<file path="config.mk">
export PLATFORM = sky130hd
export DESIGN_NAME = multicycle_control_flat
export DESIGN_NICKNAME = d
export VERILOG_FILES = /design/src/rtl/multicycle_control_if.sv /design/src/rtl/multicycle_control.sv /design/src/flat_wrapper.sv
export SDC_FILE = /design/constraint.sdc
export NUM_CORES = 1
export LEC_CHECK = 0
export BUFFER_PORTS_ARGS = -buffer_cell sky130_fd_sc_hd__buf_2
export CORE_MARGIN = 5
export CORE_UTILIZATION = 42
export CTS_CLUSTER_DIAMETER = 60
export DETAILED_ROUTE_END_ITERATION = 8
export GPL_TIMING_DRIVEN = 0
export PLACE_DENSITY = 0.79
export RECOVER_POWER = 25
export SETUP_SLACK_MARGIN = 0.3
export SYNTH_ARGS = -nofsm -noshare
export SYNTH_HDL_FRONTEND = slang
export SYNTH_SLANG_ARGS = --single-unit
</file>
<file path="constraint.sdc">
create_clock -name clk -period 1.7 [get_ports clk]
set_input_delay 0.255 -clock clk [delete_from_list [all_inputs] [get_ports clk]]
set_output_delay 0.255 -clock clk [all_outputs]
set_load 0.05 [all_outputs]
</file>
<file path="src/rtl/multicycle_control_if.sv">
// Handshake between the multicycle datapath and its controller: decoded instruction
// fields flow in, datapath steering and write enables flow out.
interface multicycle_control_if;
    logic [6:0] opcode;
    logic [2:0] funct3;
    logic [6:0] funct7;
    logic       zero;
    logic [3:0] alu_control;
    logic       pc_write;
    logic       ir_write;
    logic       mem_write;
    logic       reg_write;
    logic       adr_src;
    logic [1:0] alu_src_a;
    logic [1:0] alu_src_b;
    logic [1:0] result_src;
    logic [3:0] state;
    logic       illegal_instr;

    modport master (
        output opcode, funct3, funct7, zero,
        input  alu_control, pc_write, ir_write, mem_write, reg_write, adr_src,
        input  alu_src_a, alu_src_b, result_src, state, illegal_instr
    );

    modport slave (
        input  opcode, funct3, funct7, zero,
        output alu_control, pc_write, ir_write, mem_write, reg_write, adr_src,
        output alu_src_a, alu_src_b, result_src, state, illegal_instr
    );
endinterface

</file>
<file path="src/rtl/multicycle_control.sv">
// Moore-style main controller for a multicycle RV32 subset datapath
// (lw, sw, R-type, I-type ALU, jal, beq).
module multicycle_control (
    input logic                clk,
    input logic                rst_n,
    multicycle_control_if.slave bus
);

    typedef enum logic [3:0] {
        StFetch    = 4'd0,
        StDecode   = 4'd1,
        StMemAdr   = 4'd2,
        StMemRead  = 4'd3,
        StMemWb    = 4'd4,
        StMemWrite = 4'd5,
        StExecuteR = 4'd6,
        StAluWb    = 4'd7,
        StExecuteI = 4'd8,
        StJal      = 4'd9,
        StBeq      = 4'd10
    } state_e;

    localparam logic [6:0] OpLoad  = 7'b0000011;
    localparam logic [6:0] OpStore = 7'b0100011;
    localparam logic [6:0] OpRtype = 7'b0110011;
    localparam logic [6:0] OpItype = 7'b0010011;
    localparam logic [6:0] OpJal   = 7'b1101111;
    localparam logic [6:0] OpBeq   = 7'b1100011;

    localparam logic [3:0] AluAdd = 4'b0000;
    localparam logic [3:0] AluSub = 4'b0001;
    localparam logic [3:0] AluMul = 4'b0010;
    localparam logic [3:0] AluAnd = 4'b0011;
    localparam logic [3:0] AluOr  = 4'b0100;
    localparam logic [3:0] AluXor = 4'b0101;
    localparam logic [3:0] AluSll = 4'b0110;
    localparam logic [3:0] AluSlt = 4'b0111;
    localparam logic [3:0] AluSrl = 4'b1000;

    localparam logic [6:0] F7Sub = 7'b0100000;
    localparam logic [6:0] F7Mul = 7'b0000001;

    localparam logic [1:0] SrcAPc    = 2'b00;
    localparam logic [1:0] SrcAOldPc = 2'b01;
    localparam logic [1:0] SrcARd1   = 2'b10;
    localparam logic [1:0] SrcBRd2   = 2'b00;
    localparam logic [1:0] SrcBImm   = 2'b01;
    localparam logic [1:0] SrcBFour  = 2'b10;
    localparam logic [1:0] ResAluOut = 2'b00;
    localparam logic [1:0] ResMem    = 2'b01;
    localparam logic [1:0] ResAlu    = 2'b10;

    state_e state_q, state_d;

    logic [3:0] alu_control;
    logic       pc_write;
    logic       ir_write;
    logic       mem_write;
    logic       reg_write;
    logic       adr_src;
    logic [1:0] alu_src_a;
    logic [1:0] alu_src_b;
    logic [1:0] result_src;
    logic       illegal_instr;

    // SUB/MUL are only selected by funct7 for register-register ops; immediates always add.
    function automatic logic [3:0] funct_decode(input logic [6:0] op, input logic [2:0] f3,
                                                input logic [6:0] f7);
        logic [3:0] alu;
        alu = AluAdd;
        case (f3)
            3'b000: begin
                if (op == OpRtype && f7 == F7Sub) begin
                    alu = AluSub;
                end else if (op == OpRtype && f7 == F7Mul) begin
                    alu = AluMul;
                end else begin
                    alu = AluAdd;
                end
            end
            3'b001:  alu = AluSll;
            3'b010:  alu = AluSlt;
            3'b011:  alu = AluAdd;
            3'b100:  alu = AluXor;
            3'b101:  alu = AluSrl;
            3'b110:  alu = AluOr;
            3'b111:  alu = AluAnd;
            default: alu = AluAdd;
        endcase
        return alu;
    endfunction

    always_ff @(posedge clk) begin
        if (!rst_n) begin
            state_q <= StFetch;
        end else begin
            state_q <= state_d;
        end
    end

    always_comb begin
        state_d = StFetch;
        case (state_q)
            StFetch: state_d = StDecode;
            StDecode: begin
                case (bus.opcode)
                    OpLoad, OpStore: state_d = StMemAdr;
                    OpRtype:         state_d = StExecuteR;
                    OpItype:         state_d = StExecuteI;
                    OpJal:           state_d = StJal;
                    OpBeq:           state_d = StBeq;
                    default:         state_d = StFetch;
                endcase
            end
            StMemAdr:   state_d = (bus.opcode == OpLoad) ? StMemRead : StMemWrite;
            StMemRead:  state_d = StMemWb;
            StMemWb:    state_d = StFetch;
            StMemWrite: state_d = StFetch;
            StExecuteR: state_d = StAluWb;
            StExecuteI: state_d = StAluWb;
            StAluWb:    state_d = StFetch;
            StJal:      state_d = StAluWb;
            StBeq:      state_d = StFetch;
            default:    state_d = StFetch;
        endcase
    end

    always_comb begin
        alu_control   = AluAdd;
        pc_write      = 1'b0;
        ir_write      = 1'b0;
        mem_write     = 1'b0;
        reg_write     = 1'b0;
        adr_src       = 1'b0;
        alu_src_a     = SrcAPc;
        alu_src_b     = SrcBRd2;
        result_src    = ResAluOut;
        illegal_instr = 1'b0;
        case (state_q)
            StFetch: begin
                ir_write   = 1'b1;
                pc_write   = 1'b1;
                alu_src_a  = SrcAPc;
                alu_src_b  = SrcBFour;
                result_src = ResAlu;
            end
            StDecode: begin
                alu_src_a = SrcAOldPc;
                alu_src_b = SrcBImm;
                case (bus.opcode)
                    OpLoad, OpStore, OpRtype, OpItype, OpJal, OpBeq: illegal_instr = 1'b0;
                    default:                                         illegal_instr = 1'b1;
                endcase
            end
            StMemAdr: begin
                alu_src_a = SrcARd1;
                alu_src_b = SrcBImm;
            end
            StMemRead: begin
                result_src = ResAluOut;
                adr_src    = 1'b1;
            end
            StMemWb: begin
                result_src = ResMem;
                reg_write  = 1'b1;
            end
            StMemWrite: begin
                result_src = ResAluOut;
                adr_src    = 1'b1;
                mem_write  = 1'b1;
            end
            StExecuteR: begin
                alu_src_a   = SrcARd1;
                alu_src_b   = SrcBRd2;
                alu_control = funct_decode(bus.opcode, bus.funct3, bus.funct7);
            end
            StExecuteI: begin
                alu_src_a   = SrcARd1;
                alu_src_b   = SrcBImm;
                alu_control = funct_decode(bus.opcode, bus.funct3, bus.funct7);
            end
            StAluWb: begin
                result_src = ResAluOut;
                reg_write  = 1'b1;
            end
            StJal: begin
                alu_src_a  = SrcAOldPc;
                alu_src_b  = SrcBFour;
                result_src = ResAluOut;
                pc_write   = 1'b1;
            end
            StBeq: begin
                alu_src_a   = SrcARd1;
                alu_src_b   = SrcBRd2;
                alu_control = AluSub;
                result_src  = ResAluOut;
                pc_write    = bus.zero;
            end
            default: begin
                alu_control = AluAdd;
            end
        endcase

        // Held reset shows a quiescent fetch: steering as FETCH, every enable off.
        if (!rst_n) begin
            alu_control   = AluAdd;
            pc_write      = 1'b0;
            ir_write      = 1'b0;
            mem_write     = 1'b0;
            reg_write     = 1'b0;
            adr_src       = 1'b0;
            alu_src_a     = SrcAPc;
            alu_src_b     = SrcBFour;
            result_src    = ResAlu;
            illegal_instr = 1'b0;
        end
    end

    assign bus.alu_control   = alu_control;
    assign bus.pc_write      = pc_write;
    assign bus.ir_write      = ir_write;
    assign bus.mem_write     = mem_write;
    assign bus.reg_write     = reg_write;
    assign bus.adr_src       = adr_src;
    assign bus.alu_src_a     = alu_src_a;
    assign bus.alu_src_b     = alu_src_b;
    assign bus.result_src    = result_src;
    assign bus.illegal_instr = illegal_instr;
    assign bus.state         = rst_n ? state_q : StFetch;

endmodule

</file>
<file path="src/flat_wrapper.sv">
// flat-port wrapper written by rule: the top's interface ports become plain ports
module multicycle_control_flat 
  (clk, rst_n, bus_opcode, bus_funct3, bus_funct7, bus_zero, bus_alu_control, bus_pc_write, bus_ir_write, bus_mem_write, bus_reg_write, bus_adr_src, bus_alu_src_a, bus_alu_src_b, bus_result_src, bus_state, bus_illegal_instr);
  multicycle_control_if bus_i ();
  input logic clk;
  input logic rst_n;
  input wire logic [$bits(bus_i.opcode)-1:0] bus_opcode;
  input wire logic [$bits(bus_i.funct3)-1:0] bus_funct3;
  input wire logic [$bits(bus_i.funct7)-1:0] bus_funct7;
  input wire logic [$bits(bus_i.zero)-1:0] bus_zero;
  output wire logic [$bits(bus_i.alu_control)-1:0] bus_alu_control;
  output wire logic [$bits(bus_i.pc_write)-1:0] bus_pc_write;
  output wire logic [$bits(bus_i.ir_write)-1:0] bus_ir_write;
  output wire logic [$bits(bus_i.mem_write)-1:0] bus_mem_write;
  output wire logic [$bits(bus_i.reg_write)-1:0] bus_reg_write;
  output wire logic [$bits(bus_i.adr_src)-1:0] bus_adr_src;
  output wire logic [$bits(bus_i.alu_src_a)-1:0] bus_alu_src_a;
  output wire logic [$bits(bus_i.alu_src_b)-1:0] bus_alu_src_b;
  output wire logic [$bits(bus_i.result_src)-1:0] bus_result_src;
  output wire logic [$bits(bus_i.state)-1:0] bus_state;
  output wire logic [$bits(bus_i.illegal_instr)-1:0] bus_illegal_instr;
  assign bus_i.opcode = bus_opcode;
  assign bus_i.funct3 = bus_funct3;
  assign bus_i.funct7 = bus_funct7;
  assign bus_i.zero = bus_zero;
  assign bus_alu_control = bus_i.alu_control;
  assign bus_pc_write = bus_i.pc_write;
  assign bus_ir_write = bus_i.ir_write;
  assign bus_mem_write = bus_i.mem_write;
  assign bus_reg_write = bus_i.reg_write;
  assign bus_adr_src = bus_i.adr_src;
  assign bus_alu_src_a = bus_i.alu_src_a;
  assign bus_alu_src_b = bus_i.alu_src_b;
  assign bus_result_src = bus_i.result_src;
  assign bus_state = bus_i.state;
  assign bus_illegal_instr = bus_i.illegal_instr;
  multicycle_control u_core (.clk(clk), .rst_n(rst_n), .bus(bus_i));
endmodule
</file>
==> results.py, run 1 <==
metrics = {
    "floorplanning": {
        "initial_core_util_pct": 43.70,
        "top_level_ports": 40,
        "rows": 14,
        "die_w_um": 49.36,
        "die_h_um": 49.36,
    },
    "cts": {
        "htree_levels": 1,
        "clock-sinks": 4,
        "cts_buffer_depth": 2,
        "holdBufCountCts": 0,
        "numCtsBuffers": 3,
        "root_buffer": "clkbuf_4",
    },
    "timing": {
        "endpoint_type": "primary output",
        "crit_endpoint": "bus_alu_control[2]",
    },
    "status": {
        "haltStage": "global routing (5_1_grt)",
        "error_line": "[ERROR DPL-0038] Utilization greater than 100%, impossible to legalize",
        "outcome": "aborted with a tool error",
    },
    "yosys": {
        "ys_seq_area_share_pct": 12.31,
        "synth_nets": 121,
        "avgSynthCellArea_um2": 6.442,
        "synth_warnings": 0,
        "syn_inst": 101,
        "ys_ff_latch": 4,
        "yosysUniqueCellTypes": 38,
        "syn_area_um2": 650.6,
    },
    "place": {
        "dp_hpwl_mm": 1.681,
        "dpl-instance-area_um2": 1087,
        "gp_congestion": 0.7764,
        "dp.cells": 156,
        "portBuffers": 39,
    },
    "global_routing": {
        "grt_max_degree": 11,
    },
}
-- cell families after synthesis --
| kind of cell | count (synthesis) | share of synthesized area [%] |
|---|---|---|
| fa+ha+maj | 1 | 1.539 |
| flops | 4 | 12.31 |
| buf+inv | 11 | 8.077 |
| simple gates | 56 | 44.81 |
| compound gates | 24 | 26.35 |
| mux | 1 | 1.539 |
| xor+xnor | 4 | 5.384 |
-- synth_stat cells (all sizes together) --
cell type	instances	share of area (%)
nand4b	3	4.0
maj3	1	1.5
buf	4	4.0
mux2i	1	1.5
o21bai	1	1.2
o31a	1	1.3
nand2b	1	0.96
a21boi	1	1.7
nor2	12	6.9
or3	1	0.96
a211oi	2	2.3
nor2b	2	1.9
a21oi	5	3.8
clkbuf	2	1.2
a211o	1	1.3
o22ai	1	0.96
a41o	1	1.5
nor3	7	5.4
and2	3	2.9
nor4	3	2.9
o311a	2	3.1
and3b	1	1.3
dfxtp	4	12
o41ai	1	1.3
and3	2	1.9
or3b	1	1.7
o21ai	5	3.8
and4bb	1	1.9
inv	5	2.9
nand2	16	9.2
a2bb2oi	1	1.3
nand3	2	1.5
a31o	1	1.3
o31ai	1	1.2
xor2	4	5.4
nand3b	1	1.2
-- repair_timing --
item	CTS
pin swaps	6
buffers inserted	10
setup endpoints to repair	20
resized for setup	63
-- per-stage QoR --
step | hold WS (ns) | setup WS [ns] | setup TNS [ns]
3_5_place_dp | 0.5515 | -0.1379 | -0.3619
3_3_place_gp | 0.5407 | -0.09148 | -0.2292
2_1_floorplan | 0.4187 | 0.1405 | 0
4_1_cts | 0.2950 | -0.04224 | -0.1215
==> run 2: changes to the inputs <==
Settings changed: CORE_AREA set to 5 5 66 68, CORE_MARGIN 5 to unset, CORE_UTILIZATION 42 to unset, CTS_CLUSTER_DIAMETER 60 to unset, DIE_AREA set to 0 0 71 73, PLACE_DENSITY 0.79 to unset, PLACE_DENSITY_LB_ADDON set to 0.15, SETUP_SLACK_MARGIN 0.3 to unset.
==> results.py, run 2 <==
metrics = {
    "status": {
        "outcome": "finished clean",
    },
    "yosys": {
        "synthTopCellsByCount": "16 x nand2_1, 12 x nor2_1, 7 x nor3_1",
        "yosysUniqueCellTypes": 38,
        "ys_ff_latch": 4,
        "syn_area_um2": 650.6,
        "synth_async_sr_flop_share_pct": 0,
        "yosysTopAreaCellShare_pct": 12.31,
        "avgSynthCellArea_um2": 6.442,
        "synth-edff-count": 0,
        "synthMostInstantiatedCell": "nand2_1",
        "synth_area_leaders": "dfxtp_1 12%, nand2_1 9.2%, nor2_1 6.9%",
        "synth_top_area_cell": "dfxtp_1",
        "synth-main-ff-cell": "dfxtp_1",
        "ys_seq_area_share_pct": 12.31,
        "syn_inst": 101,
        "synth_nets": 121,
        "synth_warnings": 0,
    },
    "min_path": {
        "min_path_cells": 3,
        "min_path_type": "in -> reg",
        "min_to": "u_core.state_q[3]",
        "hp-start": "bus_opcode[0]",
    },
    "layout": {
        "fin_cells": 200,
        "n_antenna_cell": 0,
        "layout_commonest_cell": "buf_2",
        "reg_top3": "u_core.state_q (4)",
        "multiInputGateArea_um2": 639.4,
        "fin_util_pct": 31.72,
        "drive_above_1_share_pct": 54.67,
        "ff_latch_area_um2": 82.58,
        "fin_area_um2": 1205,
        "layout_common_cells": "27 x buf_2, 15 x nand2_1, 13 x buf_4, 9 x nor2_1, 8 x buf_6",
        "synthToLayoutAreaGrowth_pct": 85.19,
        "largest_register_ff_count": 4,
        "largest_register": "u_core.state_q",
        "nNetsFinal": 172,
        "nFillCells": 431,
    },
    "global_routing": {
        "grt-ovfl-total": 0,
        "grt_pass1_wl_mm": 3.995,
        "grt_pass1_vias": 941,
        "grt_usage_pct": 9.419,
        "antenna_found_initial": 0,
        "grt_max_degree": 11,
    },
    "timing": {
        "post-route-min-period_ns": 1.695,
        "tightest_slew_ns": 0.2751,
        "slew_headroom_pct": 81.52,
        "fin_crit_sh_pct": 99.73,
        "final_max_slew_viol_count": 0,
        "setup-violations-final": 0,
        "fmax_mhz": 589.8,
        "rsz0062_at_grt": "yes",
        "clock_skew_ns": 0.002979,
        "hold_viol_final": 0,
    },
    "power_and_ir_drop": {
        "p_switching_uw": 224.4,
        "netSwitchingFraction_pct": 38.68,
        "total_power_uw": 580.0,
        "vdd_ir_drop_max_mv": 0.1514,
        "internal_power_uw": 355.7,
        "power.leakage_nw": 0.5449,
        "seqPwrFrac_pct": 18.0,
        "comb_power_share_pct": 48.0,
        "p_per_area_nw_per_um2": 481.4,
        "clkPwrFrac_pct": 34.0,
    },
    "place": {
        "dp.cells": 190,
        "dpl-instance-area_um2": 979.7,
        "portBuffers": 39,
        "dp_hpwl_mm": 1.852,
        "gp_congestion": 0.7540,
    },
    "cts": {
        "htree_levels": 1,
        "clock-sinks": 4,
        "numCtsBuffers": 3,
        "clock_latency_ns": 0.22,
        "cts_buffer_depth": 2,
        "clkSlewWorstSetupHoldPaths_ns": 0.03,
        "root_buffer": "clkbuf_8",
        "cts_tree": "done",
        "holdBufCountCts": 0,
    },
    "floorplanning": {
        "dieArea_um2": 5183,
        "fp.coreArea_um2": 3799,
        "rows": 23,
        "die_h_um": 73,
        "die_w_um": 71,
        "initial_core_util_pct": 17.13,
        "top_level_ports": 40,
    },
    "setup_path": {
        "crit_arrival_ns": 1.44,
        "rrSetupSlack_ns": 0.32,
        "cp-start-kind": "flop",
        "r2r_start": "u_core.state_q[3]",
        "cp-end-kind": "output pin",
        "worstSetupPathType": "reg -> out",
        "reg2reg_depth": 6,
        "critPathMaxFanout": 8,
        "r2r-end": "u_core.state_q[2]",
        "crit_required_ns": 1.44,
    },
    "drt": {
        "via_per_inst": 4.525,
        "drt_iter0_drc": 17,
        "dr.pass1.iters": 4,
        "drc": 0,
        "wl_mm": 2.364,
        "wl_per_cell_um": 11.82,
        "dr_total_vias": 905,
        "ant_nets": 0,
    },
    "job": {
        "maxCapViolCount": 0,
    },
}
[run 2: cell counts after synthesis]
Identical to the previous run, type by type.
[run 2: layout make-up]
class / count / share of cell area, %
buffer: 6 / 4.777
clock buffer: 3 / 3.427
inverter: 5 / 1.765
multi-input combinational: 86 / 53.06
sequential: 4 / 6.854
tap: 50 / 5.192
timing repair buffer: 46 / 24.92
[run 2: cells by family after synthesis]
family / synth area share (%)
and+or+nand+nor: 44.81
xor gates and xnor gates: 5.384
AOI/OAI and AO/OA: 26.35
DFF: 12.31
buffers and inverters: 8.077
adders and majority gates: 1.539
muxes: 1.539
[run 2: routing by layer]
layer	global-route usage, %	part of all wire (%)
met1	10.84	46
met2	16.17	44
met3	2.893	8.9
met4	3.967	0.80
met5	0	0
[run 2: critical path, stage by stage, from the launching register on]
cell     delay [ns]
dfxtp_2        0.32
buf_8          0.13
nor2b_4        0.19
mux2i_4        0.10
nor2_2         0.13
o311a_1        0.20
buf_6          0.16
[run 2: power groups by stage]
stage               Sequential (mW)  Combinational (mW)  Clock (mW)
floorplan                     0.103               0.173           0
global placement              0.103               0.241           0
detailed placement            0.103               0.243           0
CTS                           0.104               0.263       0.203
global route                  0.105               0.301       0.211
finish                        0.105               0.278       0.197
[run 2: repair_timing]
action | in CTS | in global routing
endpoints found under the setup margin | 15 | 13
resized for setup | 33 | 14
setup buffers | 3 | 4
pin swaps | 0 | 2
[run 2: worst max-delay path by stage]
stage / from / endpoint / slack (ns) / depth (start not counted)
floorplan: u_core.state_q[3] / bus_result_src[1] / -0.23 / 3
global placement: rst_n / bus_alu_control[1] / -0.18 / 6
detailed placement: rst_n / bus_alu_control[1] / -0.19 / 6
CTS: u_core.state_q[3] / bus_alu_control[1] / -0.004 / 6
global route: u_core.state_q[3] / bus_alu_control[1] / -0.07 / 6
finish: u_core.state_q[3] / bus_alu_control[1] / 0.005 / 6
[run 2: per-stage QoR]
| stage | setup WS, ns | hold slack, ns | TNS (ns) |
|---|---|---|---|
| after floorplan | -0.2328 | 0.4262 | -0.6716 |
| after global placement | -0.1840 | 0.5636 | -0.7860 |
| after detailed placement | -0.1905 | 0.5658 | -0.8023 |
| after CTS | -0.003701 | 0.3354 | -0.003701 |
| after global routing | -0.07216 | 0.3518 | -0.2345 |
| final | 0.004647 | 0.3314 | 0 |
Power figures use the tool's default switching activity.
==> run 3: changes to the inputs <==
Settings changed: BUFFER_PORTS_ARGS -buffer_cell sky130_fd_sc_hd__buf_2 to unset, DONT_BUFFER_PORTS set to 1.
==> results.py, run 3 (synthesis results as in run 2) <==
metrics = {
    "layout": {
        "drive_above_1_share_pct": 54.84,
        "layout_common_cells": "15 x buf_4, 10 x nand2_1, 7 x nor2_1, 6 x buf_6, 5 x nand2_2",
        "largest_register": "u_core.state_q",
        "reg_top3": "u_core.state_q (4)",
        "n_antenna_cell": 0,
        "synthToLayoutAreaGrowth_pct": 89.61,
        "nNetsFinal": 146,
        "largest_register_ff_count": 4,
        "nFillCells": 432,
        "layout_commonest_cell": "buf_4",
    },
    "power_and_ir_drop": {
        "vdd_ir_drop_max_mv": 0.1502,
        "p_per_area_nw_per_um2": 465.4,
        "power.leakage_nw": 0.4587,
        "clkPwrFrac_pct": 34.4,
        "netSwitchingFraction_pct": 40.11,
        "comb_power_share_pct": 47.7,
        "seqPwrFrac_pct": 17.9,
        "p_switching_uw": 230.3,
        "internal_power_uw": 343.8,
    },
    "place": {
        "dp_hpwl_mm": 1.778,
        "portBuffers": 0,
        "place_ws_ns": -0.4057,
        "gp_congestion": 0.6972,
    },
    "global_routing": {
        "antenna_found_initial": 0,
        "grt_pass1_wl_mm": 4.181,
        "grt_max_degree": 11,
        "grt_pass1_vias": 876,
        "grt-ovfl-total": 0,
        "grt_usage_pct": 10.11,
    },
    "setup_path": {
        "crit_arrival_ns": 1.55,
        "cp-end-kind": "output pin",
        "path_cells": "buf_6 -> inv_2 -> mux2i_4 -> nor4_4",
        "crit_slowest_cell": "nor4_4",
        "cp-start-kind": "flop",
        "rrSetupSlack_ns": 0.18,
        "crit_required_ns": 1.44,
        "critical-path-max-stage-delay_ns": 0.64,
        "critPathMaxFanout": 5,
        "worstSetupPathType": "reg -> out",
    },
    "timing": {
        "tightest_slew_ns": 0.7942,
        "fin_tns_setup_ns": -0.7005,
        "rsz0062_at_grt": "yes",
        "post-route-min-period_ns": 1.808,
        "setup-violations-final": 10,
        "clock_skew_ns": 0.001822,
        "fin_ws_ns": -0.1075,
        "final_max_slew_viol_count": 0,
        "fin_crit_sh_pct": 106.3,
        "slew_headroom_pct": 46.87,
        "fmax_mhz": 553.2,
        "hold_viol_final": 0,
    },
    "drt": {
        "wl_mm": 2.654,
        "drc": 0,
        "via_per_inst": 4.937,
        "drt_iter0_drc": 34,
        "ant_nets": 0,
        "wl_per_cell_um": 15.25,
        "dr.pass1.iters": 4,
        "dr_total_vias": 859,
    },
    "cts": {
        "root_buffer": "clkbuf_8",
        "htree_levels": 1,
        "numCtsBuffers": 3,
        "cts_buffer_depth": 2,
        "clkSlewWorstSetupHoldPaths_ns": 0.03,
        "cts_tree": "done",
        "clock-sinks": 4,
        "clock_latency_ns": 0.22,
    },
    "job": {
        "maxCapViolCount": 0,
    },
    "floorplanning": {
        "die_h_um": 73,
        "rows": 23,
        "fp.coreArea_um2": 3799,
        "initial_core_util_pct": 17.13,
        "die_w_um": 71,
        "dieArea_um2": 5183,
        "top_level_ports": 40,
    },
    "status": {
        "outcome": "finished, violations left",
        "violations": "negative setup slack",
    },
    "min_path": {
        "min_path_type": "in -> reg",
    },
}
==> run 3: final cells by class <==
cell class	instances	area [µm²]	share of cell area, %
Inverter	5	18.77	1.521
Multi-Input combinational cell	86	780.7	63.29
Clock buffer	3	41.29	3.347
Tap cell	50	62.56	5.071
Timing Repair Buffer	21	177.7	14.40
Sequential cell	4	90.09	7.302
Buffer	5	62.56	5.071
==> run 3: path summary, 6_finish.rpt <==
check	cells after the start	start	end
worst max-delay path	4	u_core.state_q[2]	bus_alu_control[3]
worst min-delay path	2	bus_opcode[0]	u_core.state_q[3]
worst max register to register	6	u_core.state_q[3]	u_core.state_q[1]
worst min register to register	3	u_core.state_q[2]	u_core.state_q[1]
==> run 3: timing repair <==
| item | CTS | global route |
|---|---|---|
| gates cloned | 0 | 0 |
| pin swaps | 10 | 10 |
| hold buffers | 0 | 0 |
| setup endpoints to repair | 17 | 15 |
| setup buffers | 11 | 10 |
| gates resized for setup | 47 | 19 |
==> run 3: critical path, delay by kind of cell, from the launching register on <==
| family | cells | cell delay, ns |
|---|---|---|
| and+or+nand+nor | 1 | 0.64 |
| buffers and inverters | 2 | 0.18 |
| muxes | 1 | 0.19 |
| DFF | 1 | 0.32 |
==> run 3: power by group through the flow <==
| stage | logic (mW) | registers, mW | clock network [mW] |
|---|---|---|---|
| detailed placement | 0.196 | 0.103 | 0 |
| global placement | 0.196 | 0.103 | 0 |
| global route | 0.292 | 0.104 | 0.210 |
| CTS | 0.251 | 0.104 | 0.205 |
| floorplan | 0.173 | 0.103 | 0 |
| finish | 0.274 | 0.103 | 0.197 |
==> run 3: metal layers <==
metal	wire length [µm]	global-route usage, %	vias to the layer above	part of all wire, %
met5	0	0	-	0
met4	27	3.132	0	1.0
li1	-	-	412	-
met2	1314	17.40	36	50
met3	243	2.893	4	9.2
met1	1068	12.16	407	40
==> run 3: metrics by stage <==
step | cell area [µm²] | util [%] | hold slack (ns) | total power, mW | std cells
floorplan | 721.9 | - | 0.4262 | 0.2761 | 101
global placement | 784.5 | 20.65 | 0.4483 | 0.2992 | 151
detailed placement | 784.5 | 20.65 | 0.4512 | 0.2996 | 151
CTS | 1106 | 29.12 | 0.2206 | 0.5602 | 165
global route | 1234 | 32.48 | 0.2456 | 0.6058 | 174
finish | 1234 | 32.48 | 0.2268 | 0.5741 | 174
==> run 4: changes to the inputs <==
Settings changed: GPL_TIMING_DRIVEN 0 to unset, MAX_ROUTING_LAYER set to met4.
==> results.py, run 4 (synthesis results as in run 2) <==
metrics = {
    "status": {
        "outcome": "finished clean",
    },
    "timing": {
        "setup-violations-final": 0,
        "clock_skew_ns": 0.0007771,
        "fin_crit_sh_pct": 97.91,
        "post-route-min-period_ns": 1.665,
        "final_max_slew_viol_count": 0,
        "fin_tns_setup_ns": 0,
        "slew_headroom_pct": 71.48,
        "tightest_slew_ns": 0.4273,
        "rsz0062_at_grt": "yes",
        "hold_viol_final": 0,
        "fmax_mhz": 600.8,
    },
    "cts": {
        "numCtsBuffers": 3,
        "cts_buffer_depth": 2,
        "cts_tree": "done",
        "clock_latency_ns": 0.21,
        "holdBufCountCts": 0,
        "htree_levels": 1,
        "clkSlewWorstSetupHoldPaths_ns": 0.03,
        "root_buffer": "clkbuf_8",
        "clock-sinks": 4,
    },
    "layout": {
        "nNetsFinal": 153,
        "fin_cells": 181,
        "fin_util_pct": 32.67,
        "nFillCells": 425,
        "synthToLayoutAreaGrowth_pct": 90.77,
        "n_antenna_cell": 0,
        "reg_top3": "u_core.state_q (4)",
        "largest_register": "u_core.state_q",
        "drive_above_1_share_pct": 49.62,
        "largest_register_ff_count": 4,
        "layout_commonest_cell": "buf_4",
        "layout_common_cells": "21 x buf_4, 16 x nand2_1, 9 x buf_12, 8 x nor2_1",
    },
    "global_routing": {
        "grt-ovfl-total": 0,
        "antenna_found_initial": 0,
        "grt_usage_pct": 9.369,
        "grt_pass1_vias": 863,
        "grt_max_degree": 13,
        "grt_pass1_wl_mm": 3.781,
    },
    "power_and_ir_drop": {
        "seqPwrFrac_pct": 18.7,
        "vdd_ir_drop_max_mv": 0.1657,
        "power.leakage_nw": 0.4946,
        "netSwitchingFraction_pct": 36.74,
        "internal_power_uw": 359.6,
        "p_switching_uw": 208.9,
        "clkPwrFrac_pct": 34.6,
        "comb_power_share_pct": 46.7,
        "p_per_area_nw_per_um2": 458.0,
    },
    "drt": {
        "dr.pass1.iters": 4,
        "ant_nets": 0,
        "wl_per_cell_um": 12.97,
        "dr_total_vias": 850,
        "wl_mm": 2.348,
        "via_per_inst": 4.696,
        "drt_iter0_drc": 17,
        "drc": 0,
    },
    "floorplanning": {
        "rows": 23,
        "initial_core_util_pct": 17.13,
        "top_level_ports": 40,
        "die_w_um": 71,
        "fp.coreArea_um2": 3799,
        "die_h_um": 73,
        "dieArea_um2": 5183,
    },
    "setup_path": {
        "crit_required_ns": 1.44,
        "crit_arrival_ns": 1.41,
        "cp-start-kind": "flop",
        "critPathMaxFanout": 4,
        "worstSetupPathType": "reg -> out",
        "cp-end-kind": "output pin",
    },
    "place": {
        "portBuffers": 0,
        "dp.cells": 174,
        "dp_hpwl_mm": 1.900,
        "gp_congestion": 0.8253,
    },
    "min_path": {
        "min_path_type": "in -> reg",
    },
    "job": {
        "maxCapViolCount": 0,
    },
}
## run 4: cell count changes in the layout (fill, tap and decap cells not counted), moves of 2 or more
cell,delta
nor4_2,+2
nand2_2,-5
nand2_1,+6
buf_4,+6
nor4_4,-2
buf_12,+8
buf_6,-4
nor3_4,-2
clkbuf_2,-2
## run 4: routing by layer
metal / routed length (µm) / part of all wire, % / global-route usage (%) / vias to the layer above
li1: - / - / - / 427
met1: 998 / 43 / 9.934 / 379
met2: 1082 / 46 / 15.35 / 40
met3: 226 / 9.6 / 3.719 / 4
met4: 40 / 1.7 / 4.384 / 0
met5: 0 / 0 / - / -
## run 4: final timing paths
path	to	slack (ns)	cells after the start	startpoint
min reg2reg	u_core.state_q[3]	0.63	3	u_core.state_q[2]
min	u_core.state_q[0]	0.17	1	rst_n
max reg2reg	u_core.state_q[1]	0.24	6	u_core.state_q[3]
max	bus_alu_control[1]	0.04	6	u_core.state_q[3]
## run 4: critical path, stage by stage (launching register included)
cell	delay, ns
dfxtp_4	0.35
buf_4	0.15
nor2b_4	0.13
mux2i_4	0.09
nor2_4	0.11
o311a_1	0.22
buf_12	0.14
## run 4: power by group through the flow
stage / Combinational, mW / Sequential [mW] / Clock [mW]
detailed placement: 0.255 / 0.108 / 0
global route: 0.284 / 0.107 / 0.214
floorplan: 0.173 / 0.103 / 0
CTS: 0.263 / 0.108 / 0.204
global placement: 0.256 / 0.108 / 0
finish: 0.265 / 0.106 / 0.197
## run 4: timing repair
action	CTS	global route
setup buffers	1	3
resized for setup	11	15
setup endpoints to repair	8	9
pin swaps	3	4
## run 4: area by class of cell
type	count	area (µm²)	share of cell area, %
timing repair buffer	33	375.4	30.24
tap	50	62.56	5.040
inverter	5	18.77	1.512
sequential	4	90.09	7.258
multi-input combinational	86	653.1	52.62
clock buffer	3	41.29	3.327
## run 4: stage by stage
step	cell area [µm²]	total power, mW	worst slack (ns)	hold WS [ns]
after floorplan	721.9	0.2761	-0.2328	0.4262
final	1241	0.5684	0.03546	0.1734
after global placement	1081	0.3640	0.1321	0.3914
after global routing	1241	0.6054	-0.05283	0.1754
after CTS	1169	0.5741	-0.01447	0.1668
after detailed placement	1081	0.3636	0.1145	0.3903
